[config.mk]
export PLATFORM = sky130hd
export DESIGN_NAME = uart_frac_baud_gen_flat
export DESIGN_NICKNAME = d
export VERILOG_FILES = /design/src/rtl/uart_pkg.sv /design/src/rtl/uart_frac_baud_gen_if.sv /design/src/rtl/frac_tick_divider.sv /design/src/rtl/uart_frac_baud_gen.sv /design/src/flat_wrapper.sv
export SDC_FILE = /design/constraint.sdc
export NUM_CORES = 1
export LEC_CHECK = 0
export ABC_AREA = 1
export ABC_CLOCK_PERIOD_IN_PS = 3200
export BUFFER_PORTS_ARGS = -buffer_cell sky130_fd_sc_hd__buf_2
export CAP_MARGIN = 10
export CORE_ASPECT_RATIO = 0.6
export CORE_MARGIN = 2
export CORE_UTILIZATION = 60
export DETAILED_ROUTE_END_ITERATION = 6
export PLACE_DENSITY = 0.8
export SLEW_MARGIN = 40
export SYNTH_ARGS = -nofsm -noshare
export SYNTH_HDL_FRONTEND = slang
export SYNTH_SLANG_ARGS = --single-unit
export TNS_END_PERCENT = 100
[constraint.sdc]
create_clock -name clk -period 3.2 [get_ports clk]
set_input_delay 0 -clock clk [delete_from_list [all_inputs] [get_ports clk]]
set_output_delay 0 -clock clk [all_outputs]
set_load 0.01 [all_outputs]
[src/rtl/uart_pkg.sv]
// Shared UART constants and divisor helpers. TX/RX engines and the baud
// generator all use these, so every block agrees on oversampling and rounding.
package uart_pkg;

    localparam int DEF_OVERSAMPLE = 16;
    localparam int DEF_FRAC_W     = 4;

    // Integer clocks per oversample tick.
    function automatic longint calc_div_int(input longint clk_freq, input longint baud,
                                            input longint os);
        return clk_freq / (baud * os);
    endfunction

    // Fractional remainder of the same ratio, in 1/2^frac_w cycle units.
    function automatic longint calc_div_frac(input longint clk_freq, input longint baud,
                                             input longint os, input int frac_w);
        longint scaled;
        scaled = (clk_freq << frac_w) / (baud * os);
        return scaled % (longint'(1) << frac_w);
    endfunction

endpackage

[src/rtl/uart_frac_baud_gen_if.sv]
// Control and tick bundle between the UART register block (master) and the
// baud generator (slave).
interface uart_frac_baud_gen_if #(
    parameter int INT_W  = 16,
    parameter int FRAC_W = 4
);
    logic              en;
    logic              cfg_load;
    logic [INT_W-1:0]  cfg_div_int;
    logic [FRAC_W-1:0] cfg_div_frac;
    logic              rx_restart;
    logic              os_tick;
    logic              tx_tick;
    logic              rx_sample;

    modport master (
        output en, cfg_load, cfg_div_int, cfg_div_frac, rx_restart,
        input  os_tick, tx_tick, rx_sample
    );

    modport slave (
        input  en, cfg_load, cfg_div_int, cfg_div_frac, rx_restart,
        output os_tick, tx_tick, rx_sample
    );
endinterface

[src/rtl/frac_tick_divider.sv]
// Fractional-N base divider: period alternates between div_int and div_int+1
// so the average is div_int + div_frac/2^FRAC_W clocks.
module frac_tick_divider #(
    parameter int                INT_W    = 16,
    parameter int                FRAC_W   = 4,
    parameter logic [INT_W-1:0]  DEF_INT  = 1,
    parameter logic [FRAC_W-1:0] DEF_FRAC = '0
) (
    input  logic              clk,
    input  logic              reset,
    input  logic              en,
    input  logic              cfg_load,
    input  logic [INT_W-1:0]  cfg_div_int,
    input  logic [FRAC_W-1:0] cfg_div_frac,
    output logic              tick
);

    logic [INT_W-1:0]  div_int;
    logic [FRAC_W-1:0] div_frac;
    logic [INT_W-1:0]  cnt;
    logic [FRAC_W-1:0] acc;
    logic [INT_W-1:0]  div_eff;
    logic [FRAC_W:0]   acc_sum;
    logic [INT_W:0]    last;

    // last = value of cnt on the final cycle of the current period (P_k - 1).
    always_comb begin
        div_eff = (div_int == '0) ? INT_W'(1) : div_int;
        acc_sum = {1'b0, acc} + {1'b0, div_frac};
        last    = {1'b0, div_eff} + (INT_W+1)'(acc_sum[FRAC_W]) - (INT_W+1)'(1);
        tick    = en && !cfg_load && ({1'b0, cnt} == last);
    end

    always_ff @(posedge clk or posedge reset) begin
        if (reset) begin
            div_int  <= DEF_INT;
            div_frac <= DEF_FRAC;
            cnt      <= '0;
            acc      <= '0;
        end else begin
            if (cfg_load) begin
                div_int  <= cfg_div_int;
                div_frac <= cfg_div_frac;
            end
            if (!en || cfg_load) begin
                cnt <= '0;
                acc <= '0;
            end else if (tick) begin
                cnt <= '0;
                acc <= acc_sum[FRAC_W-1:0];
            end else begin
                cnt <= cnt + INT_W'(1);
            end
        end
    end

endmodule

[src/rtl/uart_frac_baud_gen.sv]
// UART baud generator: oversample tick, TX bit tick and a mid-bit RX sample
// strobe whose phase can be realigned on start-bit detect.
module uart_frac_baud_gen
    import uart_pkg::*;
#(
    parameter int CLK_FREQ   = 100_000_000,
    parameter int BAUD_RATE  = 9600,
    parameter int OVERSAMPLE = DEF_OVERSAMPLE,
    parameter int INT_W      = 16,
    parameter int FRAC_W     = DEF_FRAC_W
) (
    input  logic                 clk,
    input  logic                 reset,
    uart_frac_baud_gen_if.slave  bus
);

    localparam int                PH_W     = $clog2(OVERSAMPLE);
    localparam logic [PH_W-1:0]   PH_LAST  = PH_W'(OVERSAMPLE - 1);
    localparam logic [PH_W-1:0]   RX_MID   = PH_W'(OVERSAMPLE / 2 - 1);
    localparam logic [INT_W-1:0]  DEF_INT  =
        INT_W'(calc_div_int(longint'(CLK_FREQ), longint'(BAUD_RATE), longint'(OVERSAMPLE)));
    localparam logic [FRAC_W-1:0] DEF_FRAC =
        FRAC_W'(calc_div_frac(longint'(CLK_FREQ), longint'(BAUD_RATE), longint'(OVERSAMPLE), FRAC_W));

    logic            tick;
    logic [PH_W-1:0] tx_cnt;
    logic [PH_W-1:0] rx_cnt;
    logic            os_q, tx_q, rx_q;

    function automatic logic [PH_W-1:0] ph_inc(input logic [PH_W-1:0] p);
        return (p == PH_LAST) ? '0 : p + PH_W'(1);
    endfunction

    frac_tick_divider #(
        .INT_W   (INT_W),
        .FRAC_W  (FRAC_W),
        .DEF_INT (DEF_INT),
        .DEF_FRAC(DEF_FRAC)
    ) u_div (
        .clk         (clk),
        .reset       (reset),
        .en          (bus.en),
        .cfg_load    (bus.cfg_load),
        .cfg_div_int (bus.cfg_div_int),
        .cfg_div_frac(bus.cfg_div_frac),
        .tick        (tick)
    );

    always_ff @(posedge clk or posedge reset) begin
        if (reset) begin
            tx_cnt <= '0;
            rx_cnt <= '0;
            os_q   <= 1'b0;
            tx_q   <= 1'b0;
            rx_q   <= 1'b0;
        end else if (!bus.en || bus.cfg_load) begin
            tx_cnt <= '0;
            rx_cnt <= '0;
            os_q   <= 1'b0;
            tx_q   <= 1'b0;
            rx_q   <= 1'b0;
        end else begin
            os_q <= tick;
            tx_q <= tick && (tx_cnt == PH_LAST);
            if (tick)
                tx_cnt <= ph_inc(tx_cnt);
            // A restart swallows a coincident tick so the new bit starts clean.
            if (bus.rx_restart) begin
                rx_cnt <= '0;
                rx_q   <= 1'b0;
            end else begin
                rx_q <= tick && (rx_cnt == RX_MID);
                if (tick)
                    rx_cnt <= ph_inc(rx_cnt);
            end
        end
    end

    assign bus.os_tick   = os_q;
    assign bus.tx_tick   = tx_q;
    assign bus.rx_sample = rx_q;

endmodule
[src/flat_wrapper.sv]
// flat-port wrapper written by rule: the top's interface ports become plain ports
module uart_frac_baud_gen_flat import uart_pkg::*;
#(
    parameter int CLK_FREQ   = 100_000_000,
    parameter int BAUD_RATE  = 9600,
    parameter int OVERSAMPLE = DEF_OVERSAMPLE,
    parameter int INT_W      = 16,
    parameter int FRAC_W     = DEF_FRAC_W
)
  (clk, reset, bus_en, bus_cfg_load, bus_cfg_div_int, bus_cfg_div_frac, bus_rx_restart, bus_os_tick, bus_tx_tick, bus_rx_sample);
  uart_frac_baud_gen_if #(.INT_W(INT_W), .FRAC_W(FRAC_W)) bus_i ();
  input  logic clk;
  input  logic reset;
  input wire logic [$bits(bus_i.en)-1:0] bus_en;
  input wire logic [$bits(bus_i.cfg_load)-1:0] bus_cfg_load;
  input wire logic [$bits(bus_i.cfg_div_int)-1:0] bus_cfg_div_int;
  input wire logic [$bits(bus_i.cfg_div_frac)-1:0] bus_cfg_div_frac;
  input wire logic [$bits(bus_i.rx_restart)-1:0] bus_rx_restart;
  output wire logic [$bits(bus_i.os_tick)-1:0] bus_os_tick;
  output wire logic [$bits(bus_i.tx_tick)-1:0] bus_tx_tick;
  output wire logic [$bits(bus_i.rx_sample)-1:0] bus_rx_sample;
  assign bus_i.en = bus_en;
  assign bus_i.cfg_load = bus_cfg_load;
  assign bus_i.cfg_div_int = bus_cfg_div_int;
  assign bus_i.cfg_div_frac = bus_cfg_div_frac;
  assign bus_i.rx_restart = bus_rx_restart;
  assign bus_os_tick = bus_i.os_tick;
  assign bus_tx_tick = bus_i.tx_tick;
  assign bus_rx_sample = bus_i.rx_sample;
  uart_frac_baud_gen #(.CLK_FREQ(CLK_FREQ), .BAUD_RATE(BAUD_RATE), .OVERSAMPLE(OVERSAMPLE), .INT_W(INT_W), .FRAC_W(FRAC_W)) u_core (.clk(clk), .reset(reset), .bus(bus_i));
endmodule
Word-level counts from Yosys, hierarchy flattened
Cells that the tools add are included.
{ "op_classes": {"n_eq_ne": 4, "n_addsub": 6, "n_reduce_logical": 10, "n_mux": 16} }
{ "ops": {"columns": ["operator", "count"], "rows": [
  ["16-bit 2-to-1 mux", 3],
  ["4-bit 2-to-1 mux", 9],
  ["16-bit by 1-bit adder with 17-bit output", 1],
  ["16-bit by 17-bit equality test with 1-bit output", 1],
  ["17-bit by 1-bit subtractor with 17-bit output (second input constant)", 1],
  ["16-bit by 1-bit adder with 16-bit output (second input constant)", 1],
  ["16-bit logical NOT", 1],
  ["4-bit by 1-bit adder with 4-bit output (second input constant)", 2],
  ["4-bit equality test (second input constant)", 2],
  ["4-bit by 4-bit adder with 5-bit output", 1],
  ["4-bit by 3-bit equality test with 1-bit output (second input constant)", 1],
  ["1-bit logical AND", 4],
  ["1-bit 2-to-1 mux", 4],
  ["3-bit nonzero test", 1],
  ["1-bit logical NOT", 2],
  ["2-bit nonzero test", 1],
  ["1-bit logical OR", 1]
]} }
{ "totals": {"out_inout_bits": 3, "input_bits": 25, "regBits": 51} }

Longest topological paths before layout
Gate-level depths: netlist of the first run.
{ "depth": {"word_depth": 9, "depth_mapped": 20} }

Cells and area by module
From an unflattened synthesis of the first run, not the netlist that was laid out.
{ "hier_totals": {"hier_cells": 409, "area_unflattened_um2": 3245.6} }
{ "modules_own_cells": {"columns": ["module", "area_each_um2", "n_inst", "cells_per_inst"], "rows": [
  ["frac_tick_divider", 2716.4, 1, 349],
  ["uart_frac_baud_gen", 529.3, 1, 60]
]} }

Worst setup path after synthesis of the first run
Ideal clock, no wire load.
{ "synth_timing": {"path_type": "register to register", "startpoint": "register u_core.u_div.div_frac[0]", "endpoint": "register u_core.u_div.cnt[15]", "t_arrival_ns": 2.669, "setup_ns": 0.118, "synth_period_minus_slack_ns": 2.787, "setup_slack_ns": 0.413, "required_ns": 3.082, "stages_incl_launch_ff": 21, "path_cell_list": "dfrtp_1 -> ha_1 -> inv_1 -> fa_1 -> nor2_1 -> a211oi_1 -> ha_1 -> ha_1 -> nand2_2 -> inv_1 -> nand2_1 -> nand2_1 -> nand3_1 -> nand2_1 -> nor2_1 -> nand2_1 -> nor2_2 -> nand4_4 -> nand2_4 -> buf_6 -> nor2_1"} }
{ "synth_between": {"elab_chain_cells": 7} }
{ "synth_rtl": {"columns": ["item", "line", "rtl"], "rows": [
  ["start: declaration", "frac_tick_divider.sv:19", "logic [FRAC_W-1:0] div_frac;"],
  ["start signal: assignment", "frac_tick_divider.sv:43", "div_frac <= cfg_div_frac;"],
  ["4-bit by 4-bit adder with 5-bit output", "frac_tick_divider.sv:29", "acc_sum = {1'b0, acc} + {1'b0, div_frac};"],
  ["16-bit by 1-bit adder with 17-bit output", "frac_tick_divider.sv:30", "last = {1'b0, div_eff} + (INT_W+1)'(acc_sum[FRAC_W]) - (INT_W+1)'(1);"],
  ["17-bit by 1-bit subtractor with 17-bit output", "frac_tick_divider.sv:30", null],
  ["16-bit by 17-bit equality test with 1-bit output", "frac_tick_divider.sv:31", "tick = en && !cfg_load && ({1'b0, cnt} == last);"],
  ["1-bit logical AND", "frac_tick_divider.sv:31", null],
  ["16-bit 2-to-1 mux", "frac_tick_divider.sv:48", "end else if (tick) begin"],
  ["16-bit 2-to-1 mux", "frac_tick_divider.sv:45", "if (!en || cfg_load) begin"],
  ["end signal: assignment", "frac_tick_divider.sv:52", "cnt <= cnt + INT_W'(1);"],
  ["end: declaration", "frac_tick_divider.sv:20", "logic [INT_W-1:0] cnt;"]
]} }
Every way passes these cells.
A chain may end at the register's enable or synchronous reset.

Final worst setup path of the first run
{ "layout_timing": {"startpoint": "register u_core.u_div.acc[0]", "endpoint": "register u_core.u_div.acc[0]"} }
{ "layout_between": {"elab_chain_cells": 6, "elab_cells_between_ends": 8, "cone_classes": "add/sub: 3; eq/ne: 1; mux: 2; reduce/logical: 2"} }
{ "layout_rtl": {"columns": ["item", "line", "rtl"], "rows": [
  ["start: declaration", "frac_tick_divider.sv:21", "logic [FRAC_W-1:0] acc;"],
  ["start signal: assignment", "frac_tick_divider.sv:50", "acc <= acc_sum[FRAC_W-1:0];"],
  ["4-bit by 4-bit adder with 5-bit output (*)", "frac_tick_divider.sv:29", null],
  ["16-bit by 1-bit adder with 17-bit output", "frac_tick_divider.sv:30", null],
  ["17-bit by 1-bit subtractor with 17-bit output", "frac_tick_divider.sv:30", null],
  ["16-bit by 17-bit equality test with 1-bit output", "frac_tick_divider.sv:31", null],
  ["1-bit logical AND", "frac_tick_divider.sv:31", null],
  ["2-bit nonzero test (no source line)", null, null]
]} }
Mark *: on every way between the ends. The rest lies on a longest branch, timed or not. The select of a mux whose other input is x is not followed.

==> reports/metrics.yaml, run 1 <==
sta:
  skew_ns: 0.00886
  max_slew.worst_pin.slew_ns: 0.616
  fin_ws_ns: -0.0292
  slew_viol_final: 0
  hold_slack_ns: 0.131
  finalCriticalPeriod_ns: 3.23
  slew_headroom: 0.589
  hold_violations: 0
  fin_crit_sh: 1.01
  rsz0062_at_grt: "yes"
  setup_viol_count_final: 1
  max_freq_ghz: 0.310
yosys:
  synth_edf_count: 0
  ys.flop_type: "dfrtp_1"
  synth-async-reset-ratio: 1.00
  synth_top_cell_area_share: 0.367
  synth.distinct_cells: 34
  syn_area_per_cell_um2: 7.64
  synth_nets: 445
  synth_top_cell_by_area: "dfrtp_1"
  yosys_register_bits: 51
  yosys-top-cells-area: "dfrtp_1, nand2_1, nand3_1, inv_1, nor2_1"
  ys_seq_area_frac: 0.409
  ys_warn_count: 0
  synth_area_mm2: 0.00313
  syn_inst: 410
critical_path:
  path_depth: 16
  path_cells: "ha_2 -> inv_2 -> fa_2 -> nor2_2 -> a211oi_2 -> ha_2 -> nand3_4 -> nor2_4 -> nand2_1 -> xnor2_2 -> nand3_1 -> nor2_4 -> nand4_4 -> nor2_4 -> nand2_1 -> nand2_1"
  r2r_cells: 16
  critical-path-top-delay-family: "simple AND/OR/NAND/NOR gates"
  crit_buf_inv: 1
  slowest_delay_ns: 0.41
  critPathMaxFanout: 7
  critPathArrivalTime_ns: 3.47
  critical_path_class: "register to register"
  critPathLaunchType: "register"
  crit_slowest_cell: "dfrtp_1"
  end_kind: "register"
  crit_required_ns: 3.44
status:
  violations: "setup timing"
  outcome: "finished with violations"
power:
  clkPwrFrac: 0.280
  p_seq_frac: 0.518
  p_sw_uw: 411
  powerDensity_mw_per_mm2: 353
  p_total_uw: 1370
  p_int_uw: 958
  swShare: 0.300
  ir_drop_mv: 0.261
  power_leakage_uw: 0.00186
  p_comb_frac: 0.202
detailed_routing:
  dr.pass1.iters: 5
  wl_per_cell_um: 16.0
  drt-initial-drc-count: 360
  vias_per_cell: 5.67
  vias: 3054
  drc: 0
  drt-total-wl_mm: 8.60
  detail-route-antenna-nets: 0
clock_network:
  htree_levels: 2
  clock_latency_ns: 0.31
  root_buffer: "clkbuf_8"
  clockBufferDepth: 2
  cts.reportedPaths.clkPinSlew_ns: 0.09
  cts_tree: "done"
  cts_sinks: 51
  numCtsBuffers: 5
final_layout:
  areaGrowthSynthToFinish_pct: 23.8
  fillers: 331
  antenna_cells: 0
  final_common_cell: "nand2_1"
  drive_above_1_share: 0.230
  final_cell_mix: "nand2_1, dfrtp_1, inv_1, nor2_1, nand3_1"
  nets: 508
  design_area_mm2: 0.00388
global_route:
  grt_max_degree: 52
  antenna_found_initial: 0
  grt_use_total: 0.286
  grt_overflow: 0
  grt_pass1_wl_mm: 13.0
  grt_pass1_vias: 2683
placed_design:
  gp_congestion: 0.939
  dpl.hpwl_mm: 5.22
  port_buffers: 27
  place_area_mm2: 0.00333
floorplanning:
  coreArea_mm2: 0.00505
  die_h_um: 60.0
  initial_core_util: 0.620
  die_w_um: 97.3
  pin_count: 28
  dieArea_mm2: 0.00583
  fp-row-count: 20
worst_hold_path:
  hold_class: "input pin to register"
  whs_path_depth: 5
flow_run:
  cap_viol_max_count: 0
-- layer usage --
metal  GRT usage  vias up  wire length (um)
met4      0.0893        0               224
met1       0.419     1419              3940
met5           0        -                 0
met2       0.437      162              3670
met3      0.0561       30               764
li1            -     1443                 -
-- Yosys cell counts, types with 2 or more instances --
library cell,count
nand2_1,112
dfrtp_1,46
inv_1,46
nor2_1,45
nand3_1,43
o21ai_0,19
xor2_1,11
ha_1,9
nand4_1,9
nor2_2,9
xnor2_1,9
a21oi_1,7
mux2_2,7
nor3_1,6
clkbuf_1,5
dfstp_2,5
nor2_4,3
buf_6,2
or2_2,2
-- path summary, 6_finish.rpt --
path	from	endpoint	slack, ns
setup / recovery	u_core.u_div.acc[0]	u_core.u_div.acc[0]	-0.03
hold / removal	bus_en	u_core.u_div.acc[2]	0.13
setup reg to reg	u_core.u_div.acc[0]	u_core.u_div.acc[0]	-0.03
hold reg to reg	u_core.u_div.div_int[0]	u_core.u_div.div_int[0]	0.52
max in group asynchronous	reset	u_core.u_div.cnt[11]	2.46
min in group asynchronous	reset	u_core.u_div.acc[3]	0.33
-- power groups by stage --
stage / Clock [uW] / Sequential, uW / Combinational (uW)
final: 383 / 709 / 277
after global routing: 415 / 711 / 306
after CTS: 385 / 705 / 233
after detailed placement: 0 / 717 / 211
after global placement: 0 / 715 / 205
after floorplan: 0 / 707 / 163
-- flip-flops by register name, indices dropped and copies added (netlist names), 4 cells and up --
register,count
u_core.rx_cnt,4
u_core.tx_cnt,4
u_core.u_div.acc,4
u_core.u_div.cnt,16
u_core.u_div.div_frac,4
u_core.u_div.div_int,16
-- tightest hold or removal path: stages --
cell     delay, ns
buf_2         0.11
inv_1         0.05
nor2_1        0.10
nand3_1       0.10
nand2_1       0.05
-- cell families after synthesis --
kind of cell | count (synthesis) | share of synthesized area
and+or+nand+nor | 238 | 0.347
xor gates and xnor gates | 20 | 0.0559
AOI/OAI and AO/OA | 30 | 0.0511
muxes | 7 | 0.0252
DFF | 51 | 0.409
adders and majority gates | 10 | 0.0423
buffers and inverters | 54 | 0.0695
-- area by class of cell --
cell class	count	area, um^2	share of cell area
clock buffer	6	82.6	0.0213
clock inverter	1	5.00	0.00129
inverter	47	179	0.0461
multi-input combinational	306	1790	0.462
sequential	51	1280	0.331
tap	66	82.6	0.0213
timing repair buffer	62	457	0.118
-- timing repair --
action | 4_1_cts | 5_1_grt
endpoints found under the hold margin | 68 | 0
resized for setup | 0 | 38
hold buffers | 22 | 0
endpoints found under the setup margin | 1 | 30
pin swaps | 1 | 21
setup buffers | 3 | 8
gates cloned | 0 | 1
-- stage by stage --
step	util	setup slack, ns	instances	TNS [ns]
4_1_cts	0.724	0.0641	530	0
6_report	0.767	-0.0292	539	-0.0292
3_5_place_dp	0.658	0.0181	498	0
3_3_place_gp	0.658	0.127	498	0
2_1_floorplan	-	0.413	410	0
5_1_grt	0.767	-0.0981	539	-0.783
No activity file was read; power rests on OpenSTA's default activity.
==> inputs of run 2 (changes only) <==
--- a/config.mk
+++ b/config.mk
@@ -7,12 +7,12 @@
 export LEC_CHECK = 0
 export ABC_AREA = 1
 export ABC_CLOCK_PERIOD_IN_PS = 3200
-export BUFFER_PORTS_ARGS = -buffer_cell sky130_fd_sc_hd__buf_2
 export CAP_MARGIN = 10
 export CORE_ASPECT_RATIO = 0.6
 export CORE_MARGIN = 2
-export CORE_UTILIZATION = 60
+export CORE_UTILIZATION = 64
 export DETAILED_ROUTE_END_ITERATION = 6
+export DONT_BUFFER_PORTS = 1
 export PLACE_DENSITY = 0.8
 export SLEW_MARGIN = 40
 export SYNTH_ARGS = -nofsm -noshare
==> run 2 against run 1 <==
Against the previous run: the run still ends with setup timing left; fmax fell by 0.76%; clock skew grew 0.0044 ns; sequential cell count unchanged; first-iteration DRC count rose by 7.5%; critical path type unchanged; global-route usage grew 2.2 points; wire length shrank 2.3%; die area fell by 5.9%; count of clock-buffer cells in the layout did not move; total power is 5.4% higher; worst setup slack worse by 0.025 ns; largest power group unchanged; critical path depth is 2 higher.
==> reports/metrics.yaml, run 2 (same netlist as run 1, synthesis figures left out) <==
final_layout:
  final_cell_mix: "nand2_1, dfrtp_1, nor2_1, inv_1, nand3_1"  # was nand2_1, dfrtp_1, inv_1, nor2_1, nand3_1
  seqCellArea_mm2: 0.00128  # unchanged
  final_common_cell: "nand2_1"  # unchanged
  nets: 481  # was 508
  drive_above_1_share: 0.157  # was 0.230
  largestRegisters: "u_core.u_div.cnt (16), u_core.u_div.div_int (16)"  # unchanged
  areaGrowthSynthToFinish_pct: 18.4  # was 23.8%
  multi_input_area_mm2: 0.00173  # was 0.00179 mm^2
  antenna_cells: 0  # unchanged
  fillers: 281  # was 331
critical_path:
  path_depth: 18  # was 16
  critical_path_class: "register to register"  # unchanged
  crit_required_ns: 3.41  # was 3.44 ns
  critical-path-top-delay-family: "simple AND/OR/NAND/NOR gates"  # unchanged
  path_cells: "ha_2 -> inv_2 -> fa_2 -> nor2_2 -> a211oi_2 -> ha_2 -> buf_6 -> nand3_4 -> nor2_4 -> nand2_1 -> xnor2_2 -> nand3_1 -> nor2_2 -> nand4_4 -> buf_4 -> buf_4 -> nand3_1 -> nand2_1"  # was ha_2 -> inv_2 -> fa_2 -> nor2_2 -> a211oi_2 -> ha_2 -> nand3_4 -> nor2_4 -> nand2_1 -> xnor2_2 -> nand3_1 -> nor2_4 -> nand4_4 -> nor2_4 -> nand2_1 -> nand2_1
  r2r_cells: 18  # was 16
  r2r_slack_ns: -0.05  # was -0.03 ns
  critPathArrivalTime_ns: 3.46  # was 3.47 ns
  critPathMaxFanout: 6  # was 7
  crit_buf_inv: 4  # was 1
  crit_slowest_cell: "dfrtp_1"  # unchanged
  critPathLaunchType: "register"  # unchanged
  end_kind: "register"  # unchanged
  slowest_delay_ns: 0.41  # about the same
sta:
  setup_viol_count_final: 4  # was 1
  skew_ns: 0.0133  # was 0.00886 ns
  fin_crit_sh: 1.02  # was 1.01
  finalCriticalPeriod_ns: 3.25  # was 3.23 ns
  slew_headroom: 0.595  # was 0.589
  rsz0062_at_grt: "yes"  # unchanged
  fin_ws_ns: -0.0537  # was -0.0292 ns
  slew_viol_final: 0  # unchanged
  hold_slack_ns: 0.115  # was 0.131 ns
  max_slew.worst_pin.slew_ns: 0.607  # was 0.616 ns
  max_freq_ghz: 0.307  # was 0.310 GHz
  hold_violations: 0  # unchanged
floorplanning:
  die_w_um: 94.3  # was 97.3 um
  initial_core_util: 0.676  # was 0.620
  coreArea_mm2: 0.00464  # was 0.00505 mm^2
  dieArea_mm2: 0.00549  # was 0.00583 mm^2
  fp-row-count: 19  # was 20
  die_h_um: 58.2  # was 60.0 um
  pin_count: 28  # unchanged
detailed_routing:
  detail-route-antenna-nets: 0  # unchanged
  drt-total-wl_mm: 8.40  # was 8.60 mm
  drt-initial-drc-count: 387  # was 360
  drc: 0  # unchanged
  wl_per_cell_um: 16.5  # was 16.0 um
  vias: 3027  # was 3054
  dr.pass1.iters: 7  # was 5
  vias_per_cell: 5.94  # was 5.67
clock_network:
  root_buffer: "clkbuf_8"  # unchanged
  cts_sinks: 51  # unchanged
  htree_levels: 2  # unchanged
  clockBufferDepth: 2  # unchanged
  cts_tree: "done"  # unchanged
  cts.reportedPaths.clkPinSlew_ns: 0.10  # was 0.09 ns
  clock_latency_ns: 0.31  # about the same
  numCtsBuffers: 5  # unchanged
worst_hold_path:
  whs_path_depth: 4  # was 5
  hold_class: "input pin to register"  # unchanged
power:
  ir_drop_mv: 0.313  # was 0.261 mV
  powerDensity_mw_per_mm2: 389  # was 353 mW/mm^2
  power_leakage_uw: 0.00175  # was 0.00186 uW
placed_design:
  place_ws_ns: 0.0191  # was 0.0181 ns
  gp_congestion: 1.00  # was 0.939
  dpl.hpwl_mm: 5.28  # was 5.22 mm
  port_buffers: 0  # was 27
status:
  violations: "setup timing"  # unchanged
  outcome: "finished with violations"  # unchanged
global_route:
  grt_use_total: 0.309  # was 0.286
  grt_pass1_wl_mm: 12.9  # was 13.0 mm
  grt_pass1_vias: 2644  # was 2683
  antenna_found_initial: 0  # unchanged
  grt_max_degree: 52  # unchanged
  grt_overflow: 0  # unchanged
flow_run:
  cap_viol_max_count: 0  # unchanged
-- run 2: cell types whose count changed in the layout (fill, tap and decap cells not counted), sizes merged --
cell / before / now
nand2: 114 / 115
bufinv: 0 / 1
buf: 40 / 13
nand4: 11 / 10
-- run 2: cell type report --
| cell class | instances | share of cell area |
|---|---|---|
| flip-flops and latches | 51 | 0.346 |
| clock buffers | 6 | 0.0223 |
| repair buffers | 35 | 0.0870 |
| inverters | 47 | 0.0482 |
| well taps | 63 | 0.0213 |
| clock inverters | 2 | 0.00945 |
| multi-input cells | 306 | 0.466 |
-- run 2: worst register-to-register path, delay by kind of cell (launching register included) --
family	cells	cell delay, ns
and+or+nand+nor	9	1.13
adders and majority gates	3	0.70
buffers and inverters	4	0.52
DFF	1	0.41
AOI/OAI and AO/OA	1	0.22
xor gates and xnor gates	1	0.17
-- run 2: timing repair --
action / CTS / global route
setup buffers: 0 / 9
pin swaps: 0 / 16
hold buffers: 23 / 0
gates cloned: 0 / 1
endpoints found under the hold margin: 71 / 0
gates resized for setup: 0 / 21
endpoints found under the setup margin: 1 / 30
-- run 2: metal layers --
layer / wire length, um / track usage
met1: 3670 / 0.492
met5: 0 / 0
met4: 142 / 0.0518
met3: 1040 / 0.0637
met2: 3550 / 0.441
-- run 2: worst paths after layout --
path / from / endpoint
hold / removal: bus_cfg_load / u_core.u_div.cnt[4]
hold reg to reg: u_core.u_div.cnt[0] / u_core.u_div.cnt[0]
max in group asynchronous: reset / u_core.u_div.div_int[14]
setup / recovery: u_core.u_div.acc[0] / u_core.u_div.acc[2]
min in group asynchronous: reset / u_core.u_div.acc[0]
setup reg to reg: u_core.u_div.acc[0] / u_core.u_div.acc[2]
-- run 2: metrics by stage --
step	power, uW	cells	TNS [ns]	utilization	instance area (um^2)
after floorplan	871	410	0	-	3130
after global placement	904	469	0	0.689	3190
after detailed placement	912	469	0	0.689	3200
after CTS	1410	500	-0.0139	0.764	3540
after global routing	1500	510	-1.80	0.800	3710
final	1440	510	-0.0929	0.800	3710
-- run 2: power by group --
part | internal (uW) | switching, uW
Sequential | 675 | 33.4
Combinational | 102 | 155
Clock | 253 | 224
Total | 1030 | 412
==> inputs of run 3 (changes only) <==
--- a/config.mk
+++ b/config.mk
@@ -7,13 +7,15 @@
 export LEC_CHECK = 0
 export ABC_AREA = 1
 export ABC_CLOCK_PERIOD_IN_PS = 3200
+export BUFFER_PORTS_ARGS = -buffer_cell sky130_fd_sc_hd__clkbuf_2
 export CAP_MARGIN = 10
 export CORE_ASPECT_RATIO = 0.6
 export CORE_MARGIN = 2
-export CORE_UTILIZATION = 64
+export CORE_UTILIZATION = 60
+export CTS_BUF_LIST = sky130_fd_sc_hd__clkbuf_16
 export DETAILED_ROUTE_END_ITERATION = 6
-export DONT_BUFFER_PORTS = 1
 export PLACE_DENSITY = 0.8
+export SKIP_CTS_REPAIR_TIMING = 1
 export SLEW_MARGIN = 40
 export SYNTH_ARGS = -nofsm -noshare
 export SYNTH_HDL_FRONTEND = slang
==> run 3 against run 2 <==
Against the previous run: the flow finishes with violations (hold timing, setup timing); fmax shrank 6.8%; global-route usage down 5.2 points; combinational power rose by 15%; sequential power is 0.6% higher; highest routed layer unchanged; core utilization decreased by 1.8 points.
==> reports/metrics.yaml, run 3 (same netlist as run 1, synthesis figures left out) <==
power:
  swShare: 0.272  # was 0.286
  power_leakage_uw: 0.00189  # was 0.00175 uW
  powerDensity_mw_per_mm2: 431  # was 389 mW/mm^2
  clkPwrFrac: 0.408  # was 0.331
  p_seq_frac: 0.418  # was 0.491
  p_int_uw: 1240  # was 1030 uW
  ir_drop_mv: 0.295  # was 0.313 mV
  p_comb_frac: 0.174  # was 0.179
  p_sw_uw: 464  # was 412 uW
detailed_routing:
  drc: 0  # unchanged
  wl_per_cell_um: 17.4  # was 16.5 um
  dr.pass1.iters: 7  # unchanged
  vias: 3181  # was 3027
  drt-initial-drc-count: 390  # was 387
  vias_per_cell: 5.92  # was 5.94
  detail-route-antenna-nets: 0  # unchanged
  drt-total-wl_mm: 9.36  # was 8.40 mm
clock_network:
  cts_sinks: 51  # unchanged
  numCtsBuffers: 5  # unchanged
  clock_latency_ns: 0.30  # was 0.31 ns
  clockBufferDepth: 2  # unchanged
  root_buffer: "clkbuf_16"  # was clkbuf_8
  cts.reportedPaths.clkPinSlew_ns: 0.07  # was 0.10 ns
  htree_levels: 2  # unchanged
  cts_tree: "done"  # unchanged
final_layout:
  final_cell_mix: "nand2_1, dfrtp_1, inv_1, nor2_1, nand3_1"  # was nand2_1, dfrtp_1, nor2_1, inv_1, nand3_1
  largestRegisters: "u_core.u_div.cnt (16), u_core.u_div.div_int (16)"  # unchanged
  nets: 505  # was 481
  antenna_cells: 0  # unchanged
  seqCellArea_mm2: 0.00128  # unchanged
  multi_input_area_mm2: 0.00179  # was 0.00173 mm^2
  final_common_cell: "nand2_1"  # unchanged
  fillers: 310  # was 281
  drive_above_1_share: 0.219  # was 0.157
  areaGrowthSynthToFinish_pct: 26.2  # was 18.4%
sta:
  finalCriticalPeriod_ns: 3.49  # was 3.25 ns
  fin_ws_ns: -0.290  # was -0.0537 ns
  fin_crit_sh: 1.09  # was 1.02
  hold_violations: 1  # was 0
  setup_tns_ns: -4.55  # was -0.0929 ns
  max_freq_ghz: 0.287  # was 0.307 GHz
  rsz0062_at_grt: "yes"  # unchanged
  slew_headroom: 0.578  # was 0.595
  skew_ns: 0.00655  # was 0.0133 ns
  setup_viol_count_final: 30  # was 4
  max_slew.worst_pin.slew_ns: 0.633  # was 0.607 ns
  slew_viol_final: 0  # unchanged
  hold_slack_ns: -0.0152  # was 0.115 ns
placed_design:
  dpl.hpwl_mm: 4.99  # was 5.28 mm
  place_ws_ns: 0.0408  # was 0.0191 ns
  gp_congestion: 0.930  # was 1.00
  port_buffers: 27  # was 0
critical_path:
  crit_slowest_cell: "dfrtp_1"  # unchanged
  r2r_cells: 17  # was 18
  crit_top_cell: "nand2_1"
  critPathMaxFanout: 7  # was 6
  critical-path-top-delay-family: "simple AND/OR/NAND/NOR gates"  # unchanged
  critical_path_class: "register to register"  # unchanged
  end_kind: "register"  # unchanged
  path_depth: 17  # was 18
  path_cells: "ha_2 -> inv_2 -> fa_2 -> nor2_2 -> a211oi_2 -> ha_2 -> ha_4 -> nand2_4 -> nor2_1 -> nand2_1 -> nand3_1 -> nand3_1 -> nor2_4 -> nand4_4 -> nor2_4 -> nand2_1 -> nand2_1"  # was ha_2 -> inv_2 -> fa_2 -> nor2_2 -> a211oi_2 -> ha_2 -> buf_6 -> nand3_4 -> nor2_4 -> nand2_1 -> xnor2_2 -> nand3_1 -> nor2_2 -> nand4_4 -> buf_4 -> buf_4 -> nand3_1 -> nand2_1
  crit_buf_inv: 1  # was 4
  critPathArrivalTime_ns: 3.73  # was 3.46 ns
  critPathLaunchType: "register"  # unchanged
  slowest_delay_ns: 0.40  # was 0.41 ns
  crit_required_ns: 3.44  # was 3.41 ns
global_route:
  grt_use_total: 0.257  # was 0.309
  grt_max_degree: 52  # unchanged
  grt_pass1_wl_mm: 11.6  # was 12.9 mm
  grt_overflow: 0  # unchanged
  grt_pass1_vias: 2461  # was 2644
  antenna_found_initial: 0  # unchanged
floorplanning:
  die_w_um: 97.3  # was 94.3 um
  fp-row-count: 20  # was 19
  die_h_um: 60.0  # was 58.2 um
  initial_core_util: 0.620  # was 0.676
  pin_count: 28  # unchanged
  coreArea_mm2: 0.00505  # was 0.00464 mm^2
  dieArea_mm2: 0.00583  # was 0.00549 mm^2
status:
  violations: "hold timing, setup timing"  # was setup timing
  outcome: "finished with violations"  # unchanged
worst_hold_path:
  hold_class: "input pin to register"  # unchanged
  whs_path_depth: 4  # unchanged
flow_run:
  cap_viol_max_count: 0  # unchanged
[run 3: cell types whose count changed in the layout (fill, tap and decap cells not counted), sizes merged]
cell         change
clkbuf          +26
bufinv           +1
dlygate4sd3      -1
buf              -2
clkinv           -1
clkinvlp         +1
nand2            -1
nand4            +1
[run 3: worst register-to-register path, stage by stage, from the launching register on]
cell      delay [ns]
dfrtp_1         0.40
ha_2            0.20
inv_2           0.07
fa_2            0.23
nor2_2          0.05
a211oi_2        0.26
ha_2            0.30
ha_4            0.18
nand2_4         0.08
nor2_1          0.23
nand2_1         0.15
nand3_1         0.16
nand3_1         0.17
nor2_4          0.23
nand4_4         0.24
nor2_4          0.26
nand2_1         0.13
nand2_1         0.08
[run 3: final timing paths]
| path | startpoint | end | slack (ns) |
|---|---|---|---|
| max in group asynchronous | reset | u_core.u_div.cnt[8] | 2.42 |
| worst min register to register | u_core.u_div.cnt[0] | u_core.u_div.cnt[0] | 0.52 |
| min in group asynchronous | reset | u_core.u_div.acc[3] | 0.36 |
| worst min-delay path | bus_rx_restart | u_core.rx_cnt[2] | -0.02 |
| worst max register to register | u_core.u_div.acc[0] | u_core.u_div.acc[2] | -0.29 |
| worst max-delay path | u_core.u_div.acc[0] | u_core.u_div.acc[2] | -0.29 |
[run 3: power by group through the flow]
stage / logic [uW] / registers, uW / clock network [uW]
after floorplan: 163 / 707 / 0
after global placement: 204 / 716 / 0
after detailed placement: 210 / 717 / 0
after CTS: 213 / 705 / 697
after global routing: 320 / 713 / 733
final: 296 / 713 / 696
[run 3: through the flow]
| step | cells | hold WS [ns] | utilization | power [uW] | area, um^2 |
|---|---|---|---|---|---|
| finish | 537 | -0.0152 | 0.782 | 1700 | 3960 |
| global route | 537 | 0.00239 | 0.782 | 1770 | 3960 |
| CTS | 506 | -0.200 | 0.696 | 1610 | 3520 |
| detailed placement | 498 | 0.117 | 0.658 | 927 | 3330 |
| global placement | 498 | 0.205 | 0.658 | 920 | 3320 |
| floorplan | 410 | 0.114 | - | 871 | 3130 |
[run 3: final cells by class]
class                   instances  share of cell area
well taps                      66              0.0209
inverters                      47              0.0452
flip-flops and latches         51               0.324
clock inverters                 3              0.0171
clock buffers                   5              0.0316
multi-input cells             306               0.452
repair buffers                 59               0.109
[run 3: routing by layer]
metal / global-route usage / share of wire / vias up
li1: - / - / 1442
met1: 0.390 / 0.42 / 1455
met2: 0.364 / 0.42 / 218
met3: 0.0596 / 0.11 / 66
met4: 0.0833 / 0.050 / 0
met5: 0 / 0 / -
